`config.mk`:
```
export PLATFORM = sky130hd
export DESIGN_NAME = alu_result_selector
export DESIGN_NICKNAME = d
export VERILOG_FILES = /design/src/rtl/alu_pkg.sv /design/src/rtl/onehot_decode.sv /design/src/rtl/alu_result_selector.sv
export SDC_FILE = /design/constraint.sdc
export NUM_CORES = 1
export LEC_CHECK = 0
export BUFFER_PORTS_ARGS = -buffer_cell sky130_fd_sc_hd__buf_2
export CAP_MARGIN = 20
export CORE_MARGIN = 1.5
export CORE_UTILIZATION = 30
export DETAILED_ROUTE_END_ITERATION = 10
export GPL_TIMING_DRIVEN = 1
export PLACE_DENSITY = 0.57
export SLEW_MARGIN = 20
export SYNTH_ARGS = -nofsm -noshare
export SYNTH_HDL_FRONTEND = slang
export SYNTH_SLANG_ARGS = --single-unit
```
`constraint.sdc`:
```
create_clock -name clk -period 3.57 [get_ports clk]
set_input_delay 0.714 -clock clk [delete_from_list [all_inputs] [get_ports clk]]
set_output_delay 0.714 -clock clk [all_outputs]
set_load 0.01 [all_outputs]
```
`src/rtl/alu_pkg.sv`:
```
// Shared ALU constants: datapath geometry and one-hot operation selects
// as driven by controlLogic.
package alu_pkg;

  localparam int unsigned ALU_WIDTH = 16;
  localparam int unsigned ALU_NCH   = 12;

  // Bit k of the select picks operation unit k; CLEAR sits on the top bit.
  localparam logic [ALU_NCH-1:0] SEL_AND   = 12'h001;
  localparam logic [ALU_NCH-1:0] SEL_OR    = 12'h002;
  localparam logic [ALU_NCH-1:0] SEL_XOR   = 12'h004;
  localparam logic [ALU_NCH-1:0] SEL_NOT   = 12'h008;
  localparam logic [ALU_NCH-1:0] SEL_ADD   = 12'h010;
  localparam logic [ALU_NCH-1:0] SEL_SUB   = 12'h020;
  localparam logic [ALU_NCH-1:0] SEL_SHL   = 12'h040;
  localparam logic [ALU_NCH-1:0] SEL_SHR   = 12'h080;
  localparam logic [ALU_NCH-1:0] SEL_ROL   = 12'h100;
  localparam logic [ALU_NCH-1:0] SEL_ROR   = 12'h200;
  localparam logic [ALU_NCH-1:0] SEL_CMP   = 12'h400;
  localparam logic [ALU_NCH-1:0] SEL_CLEAR = 12'h800;

endpackage

```
`src/rtl/onehot_decode.sv`:
```
// One-hot select decoder: binary index of the set bit plus a legality flag.
// idx is only meaningful when is_onehot is high.
module onehot_decode #(
  parameter int unsigned NCH  = 12,
  parameter int unsigned IDXW = $clog2(NCH)
) (
  input  logic [NCH-1:0]  sel,
  output logic [IDXW-1:0] idx,
  output logic            is_onehot
);

  // OR-ing the indices of set bits is exact for a one-hot input.
  always_comb begin
    idx = '0;
    for (int unsigned k = 0; k < NCH; k++) begin
      if (sel[k]) begin
        idx = idx | IDXW'(k);
      end
    end
  end

  assign is_onehot = (sel != '0) && ((sel & (sel - NCH'(1))) == '0);

endmodule

```
`src/rtl/alu_result_selector.sv`:
```
// Registered ALU result selector: one-hot channel mux feeding a 2-entry
// valid/ready output queue, with illegal-select flagging and error counting.
module alu_result_selector
  import alu_pkg::*;
#(
  parameter int unsigned WIDTH     = ALU_WIDTH,
  parameter int unsigned NCH       = ALU_NCH,
  parameter int unsigned CLEAR_IDX = ALU_NCH - 1,
  parameter int unsigned ERRW      = 8
) (
  input  logic               clk,
  input  logic               rst_n,
  input  logic               in_valid,
  output logic               in_ready,
  input  logic [NCH*WIDTH-1:0] ch_data,
  input  logic [NCH-1:0]     sel,
  output logic               out_valid,
  input  logic               out_ready,
  output logic [WIDTH-1:0]   res,
  output logic               res_zero,
  output logic               sel_err,
  output logic [ERRW-1:0]    err_count,
  input  logic               clr_err
);

  localparam int unsigned     IDXW     = $clog2(NCH);
  localparam logic [IDXW-1:0] ClearIdx = IDXW'(CLEAR_IDX);
  localparam logic [ERRW-1:0] ErrMax   = '1;

  // Decode and channel mux
  logic [IDXW-1:0]  dec_idx;
  logic             dec_onehot;
  logic [WIDTH-1:0] mux_data;
  logic [WIDTH-1:0] push_data;
  logic             push_err;

  onehot_decode #(
    .NCH  (NCH),
    .IDXW (IDXW)
  ) u_decode (
    .sel       (sel),
    .idx       (dec_idx),
    .is_onehot (dec_onehot)
  );

  always_comb begin
    mux_data = '0;
    for (int unsigned k = 0; k < NCH; k++) begin
      if (dec_idx == IDXW'(k)) begin
        mux_data = ch_data[k*WIDTH +: WIDTH];
      end
    end
  end

  // CLEAR and illegal selects both store zero; only illegal ones flag an error.
  assign push_data = (dec_onehot && (dec_idx != ClearIdx)) ? mux_data : '0;
  assign push_err  = ~dec_onehot;

  // Queue state
  logic [WIDTH-1:0] data_q [2];
  logic             err_q  [2];
  logic             rd_ptr_q, rd_ptr_d;
  logic             wr_ptr_q, wr_ptr_d;
  logic [1:0]       count_q, count_d;
  logic             in_ready_q, in_ready_d;
  logic [WIDTH-1:0] last_data_q, last_data_d;
  logic             last_err_q, last_err_d;
  logic [ERRW-1:0]  err_cnt_q, err_cnt_d;
  logic             push, pop;

  assign out_valid = (count_q != 2'd0);
  assign in_ready  = in_ready_q;
  assign push      = in_valid & in_ready_q;
  assign pop       = out_valid & out_ready;

  always_comb begin
    count_d     = count_q + {1'b0, push} - {1'b0, pop};
    in_ready_d  = (count_d < 2'd2);
    rd_ptr_d    = rd_ptr_q ^ pop;
    wr_ptr_d    = wr_ptr_q ^ push;
    last_data_d = last_data_q;
    last_err_d  = last_err_q;
    // Remember the departing head so outputs hold their last value when empty.
    if (pop) begin
      last_data_d = data_q[rd_ptr_q];
      last_err_d  = err_q[rd_ptr_q];
    end
  end

  always_comb begin
    err_cnt_d = err_cnt_q;
    if (clr_err) begin
      err_cnt_d = (push && push_err) ? ERRW'(1) : '0;
    end else if (push && push_err && (err_cnt_q != ErrMax)) begin
      err_cnt_d = err_cnt_q + ERRW'(1);
    end
  end

  always_ff @(posedge clk or negedge rst_n) begin
    if (!rst_n) begin
      rd_ptr_q    <= 1'b0;
      wr_ptr_q    <= 1'b0;
      count_q     <= 2'd0;
      in_ready_q  <= 1'b1;
      last_data_q <= '0;
      last_err_q  <= 1'b0;
      err_cnt_q   <= '0;
    end else begin
      rd_ptr_q    <= rd_ptr_d;
      wr_ptr_q    <= wr_ptr_d;
      count_q     <= count_d;
      in_ready_q  <= in_ready_d;
      last_data_q <= last_data_d;
      last_err_q  <= last_err_d;
      err_cnt_q   <= err_cnt_d;
    end
  end

  always_ff @(posedge clk or negedge rst_n) begin
    if (!rst_n) begin
      data_q[0] <= '0;
      data_q[1] <= '0;
      err_q[0]  <= 1'b0;
      err_q[1]  <= 1'b0;
    end else if (push) begin
      data_q[wr_ptr_q] <= push_data;
      err_q[wr_ptr_q]  <= push_err;
    end
  end

  // Outputs
  assign res       = out_valid ? data_q[rd_ptr_q] : last_data_q;
  assign sel_err   = out_valid ? err_q[rd_ptr_q]  : last_err_q;
  assign res_zero  = (res == '0);
  assign err_count = err_cnt_q;

endmodule

```
# Yosys cells after proc, flatten, opt, wreduce, memory -nomap -nowiden
# Cells that the tools add are included.
# classes
n_addsub	4
n_mul	0
div	0
order_cmp	4
eq_ne	13
shift	0
n_mux	41
bitwise_logic	8
reduce_logical	11
# op_table
op	count
$mux W16	18
$bwmux W32	1
$demux W16 S1	1
$eq A4 B3 Y1 const B	4
$eq A4 B4 Y1 const B	4
$logic_not A16 Y1	1
$mux W4	4
$mux W8	2
$and A12 B12 Y12	1
$logic_not A12 Y1	1
$mux W3	4
$reduce_bool A12 Y1	1
$sub A12 B1 Y12 const B	1
$add A8 B1 Y8 const B	1
$eq A4 B2 Y1 const B	2
$ne A8 B8 Y1 const B	1
$mux W1	7
$logic_and A1 B1 Y1	5
$eq A4 B1 Y1 const B	1
$ge A2 B2 Y1 const B	2
$logic_not A4 Y1	1
$mux W2	2
$ne A4 B4 Y1 const B	1
$not A1 Y2	2
other kinds (10)	13
# word_totals
ff_bits	64
latchBits	0
ramBits	0
mem_bits_ro	0
in_bits	209
output_inout_bits	28
elab_cells	92
mem_count	0

# Depth between registers and ports, before layout
# logic_depth
word_depth	26
depth_mapped	11
mapped_depth_nobuf	9

# Hierarchy
# From an unflattened synthesis, not the netlist that was laid out.
# hier_totals
hier_cells	625
hier_area_um2	5107.4
# by_module_without_submodules
module	instances	cells_each	area_per_inst_um2	seq_area_each_um2
alu_result_selector	1	600	4931.0	1602.8
onehot_decode	1	25	176.4	0.0

# Worst setup path after synthesis
# OpenSTA, ideal clock, no wires.
# synth_timing
path_type	flip-flop to output port
start	register rd_ptr_q
end	output res_zero
arrival_ns	2.086
t_required_ns	2.856
path_slack_ns	0.770
stages_incl_launch_ff	7
n_path_buf	2
path_cell_list	dfrtp_1 -> clkbuf_1 -> buf_1 -> mux2i_1 -> a21oi_1 -> nor4_1 -> and4_1
# synth_between
elab_chain_len	6
# synth_rtl
item	line	text
from (decl)	alu_result_selector.sv:62	logic rd_ptr_q, rd_ptr_d;
from (signal assigned)	alu_result_selector.sv:109	rd_ptr_q <= rd_ptr_d;
$not A1 Y2 (implied by the code)	alu_result_selector.sv:132	assign res = out_valid ? data_q[rd_ptr_q] : last_data_q;
$mux W16 (implied by the code) (3 in a row)	alu_result_selector.sv:132	
$mux W16	alu_result_selector.sv:132	
net res[6]	alu_result_selector.sv:19	output logic [WIDTH-1:0] res,
$logic_not A16 Y1	alu_result_selector.sv:134	assign res_zero = (res == '0);
to (decl)	alu_result_selector.sv:20	output logic res_zero,
# The timed path passes the listed nets, and every way through them passes these cells. The select of a mux whose other input is x is not followed.

# Worst setup path in the final report
# layout_timing
start	register rd_ptr_q
end	output res_zero
# layout_between
elab_chain_len	6
# layout_rtl
item	line
$not A1 Y2 (implied by the code)	alu_result_selector.sv:132
$mux W16 (implied by the code) (3 in a row)	alu_result_selector.sv:132
$mux W16	alu_result_selector.sv:132
$logic_not A16 Y1	alu_result_selector.sv:134
# No other way between the ends. The select of a mux whose other input is x is not followed.

==> flow_summary.json <==
{
  "status": "completed",
  "die-area_um2": 17300,
  "fin_skew_ns": 0.00539,
  "cts_resized": 0,
  "maxSlewViolCount": 0,
  "cts_made_buffers": 9,
  "nFillCells": 1696,
  "portBuffers": 220,
  "synth_edf_count": 0,
  "finalCriticalPeriod_ns": 3.09,
  "cts_sinks": 64,
  "rsz0062_at_grt": "no",
  "cts_setup_buffers": 0,
  "fp.dieW_um": 131,
  "num_vias": 5526,
  "first_iter_violations": 312,
  "synth_common_cells": "dfrtp_1, nand2_1, a21oi_1",
  "critPathRequiredTime_ns": 2.86,
  "synth_area_um2": 4940,
  "grt_pass1_vias": 5382,
  "path_max_fanout": 11,
  "ys_seq_elements": 64,
  "synth_top_cell_by_area": "dfrtp_1",
  "synth_top_cells_by_area": "dfrtp_1, mux2i_1, a21oi_1",
  "ys_seq_area_share_pct": 32.4,
  "cts_root_buf": "clkbuf_16",
  "syn_inst": 589,
  "grt_max_degree": 44,
  "grt_use_met1_pct": 29.5,
  "diodes": 0,
  "maxSlewHeadroom_pct": 54.7,
  "rows": 46,
  "clkSlewWorstSetupHoldPaths_ns": 0.06,
  "fin_tns_setup_ns": 0,
  "ys_async_sr_fraction_pct": 100,
  "dp_slack_ns": 0.383,
  "fmax_mhz": 324,
  "gr-usage-met2_pct": 34.7,
  "drive_above_1_share_pct": 37.3,
  "globalRouteOverflowTotal": 0,
  "grtUsageMet3_pct": 3.20,
  "clk_latency_ns": 0.33,
  "start_kind": "flop",
  "yosysWarnings": 0,
  "synth_fp_nets": 803,
  "busiest_layer": "met2",
  "synth_cell_type_count": 62,
  "ioPinCount": 237,
  "setup_viol": 0,
  "ant_nets": 0,
  "p_leak_nw": 2.99,
  "hold_path.class": "in -> async",
  "synth_ff_type": "dfrtp_1",
  "crit_path_end_kind": "primary output",
  "core_um2": 16000,
  "fin_ws_ns": 0.481,
  "drv_cap": 0,
  "fin_nets": 1017,
  "ctsHoldBuffers": 0,
  "tightest_slew_ns": 0.662,
  "min_period_over_period_pct": 86.5,
  "utilization_pct": 41.9,
  "cts_tree": "built",
  "wl_per_cell_um": 18.2,
  "syn_to_final_growth_pct": 35.6,
  "hold_violations": 0,
  "start_util_pct": 30.9,
  "place_hpwl_um": 14600,
  "track_usage_pct": 21.4,
  "die_h_um": 131,
  "synth_area_per_cell_um2": 8.39,
  "cts_buffer_depth": 2,
  "place_congestion": 0.816,
  "path_class": "reg -> out",
  "powerDensity_nw_per_um2": 410,
  "grt_pass1_wl_um": 29200,
  "yosys.cell_count.top_type": "dfrtp_1",
  "antenna_found_initial": 0,
  "first_pass_iters": 5,
  "vdd_drop_max_mv": 0.285,
  "htree_levels": 3,
  "critPathArrivalTime_ns": 2.38,
  "viasPerCell": 5.40,
  "wl_um": 18700,
  "yosysTopAreaCellShare_pct": 31.9,
  "drc": 0
}
## worst max-delay path: stages, from the launching register on
cell     delay [ns]
dfrtp_1        0.73
buf_4          0.26
mux2i_1        0.28
a21oi_1        0.13
nor4_1         0.31
and4_1         0.21
buf_2          0.12
## logic make-up (layout without fill, tap and decap cells)
family	Yosys count	after routing	synth area share, %
AND/OR/NAND/NOR	195	195	20.3
AO/OA/AOI/OAI	212	212	30.2
multiplexers	46	46	9.52
flip-flops	64	64	32.4
buffers and inverters	63	282	5.65
adder cells (fa/ha/maj)	6	6	1.47
XOR/XNOR	3	3	0.532
## per-stage QoR
stage	std cells	hold WS (ns)	area [µm²]	total power, mW
2_1_floorplan	589	0.418	4940	1.41
3_3_place_gp	1008	0.461	6370	1.80
3_5_place_dp	1008	0.463	6370	1.81
4_1_cts	1024	0.363	6700	2.77
5_1_grt	1024	0.389	6700	2.91
6_report	1024	0.352	6700	2.75
## registers in the layout, indices dropped and copies added, names as in the netlist
signal	flops
last_err_q	1
wr_ptr_q	1
count_q	2
data_q	32
err_count	8
last_data_q	16
in_ready	1
rd_ptr_q	1
err_q	2
## power breakdown
part	switching (mW)	internal, mW	leakage, nW	total (mW)
Combinational	0.558	0.392	1.97	0.950
Sequential	0.0610	0.778	0.867	0.839
Clock	0.326	0.632	0.155	0.958
## final timing paths
| kind | startpoint | to | slack (ns) | cells past startpoint |
|---|---|---|---|---|
| setup / recovery | rd_ptr_q$_DFF_PN0_ | res_zero | 0.48 | 6 |
| hold / removal | rst_n | count_q[1]$_DFF_PN0_ | 0.35 | 1 |
| setup reg to reg | in_ready$_DFF_PN1_ | data_q[8]$_DFFE_PN0P_ | 1.23 | 6 |
| hold reg to reg | data_q[4]$_DFFE_PN0P_ | data_q[4]$_DFFE_PN0P_ | 0.47 | 2 |
| max in group asynchronous | rst_n | data_q[18]$_DFFE_PN0P_ | 2.29 | 2 |
| min in group clk | data_q[4]$_DFFE_PN0P_ | data_q[4]$_DFFE_PN0P_ | 0.47 | 2 |
## routing by layer
metal  routed length [µm]  share of wire [%]
met5                    0                  0
met4                  312                1.7
met3                  996                5.3
met2                 8680                 46
met1                 8680                 46
## cell usage in the layout (no fill, tap or decap), types with 7 or more instances in the layout
master	count
nor4_1	10
mux2_2	8
o21ai_0	33
a21oi_1	50
a211oi_1	23
dfrtp_1	63
and3_1	13
mux2i_1	38
nand3_1	19
clkbuf_16	9
inv_1	13
nor2_1	39
o32ai_1	8
nor3_1	15
a22oi_1	13
nand4_1	8
nand2_1	54
o2bb2ai_1	27
buf_4	29
buf_2	220
a2bb2oi_1	7
## final cells by class
cell class	count	area [µm²]	area share [%]
multi-input combinational	462	3070	45.8
inverter	14	52.6	0.784
tap	216	270	4.03
clock inverter	6	92.6	1.38
sequential	64	1600	23.9
clock buffer	10	239	3.57
timing repair buffer	252	1380	20.6
No activity file was read; power rests on OpenSTA's default activity.
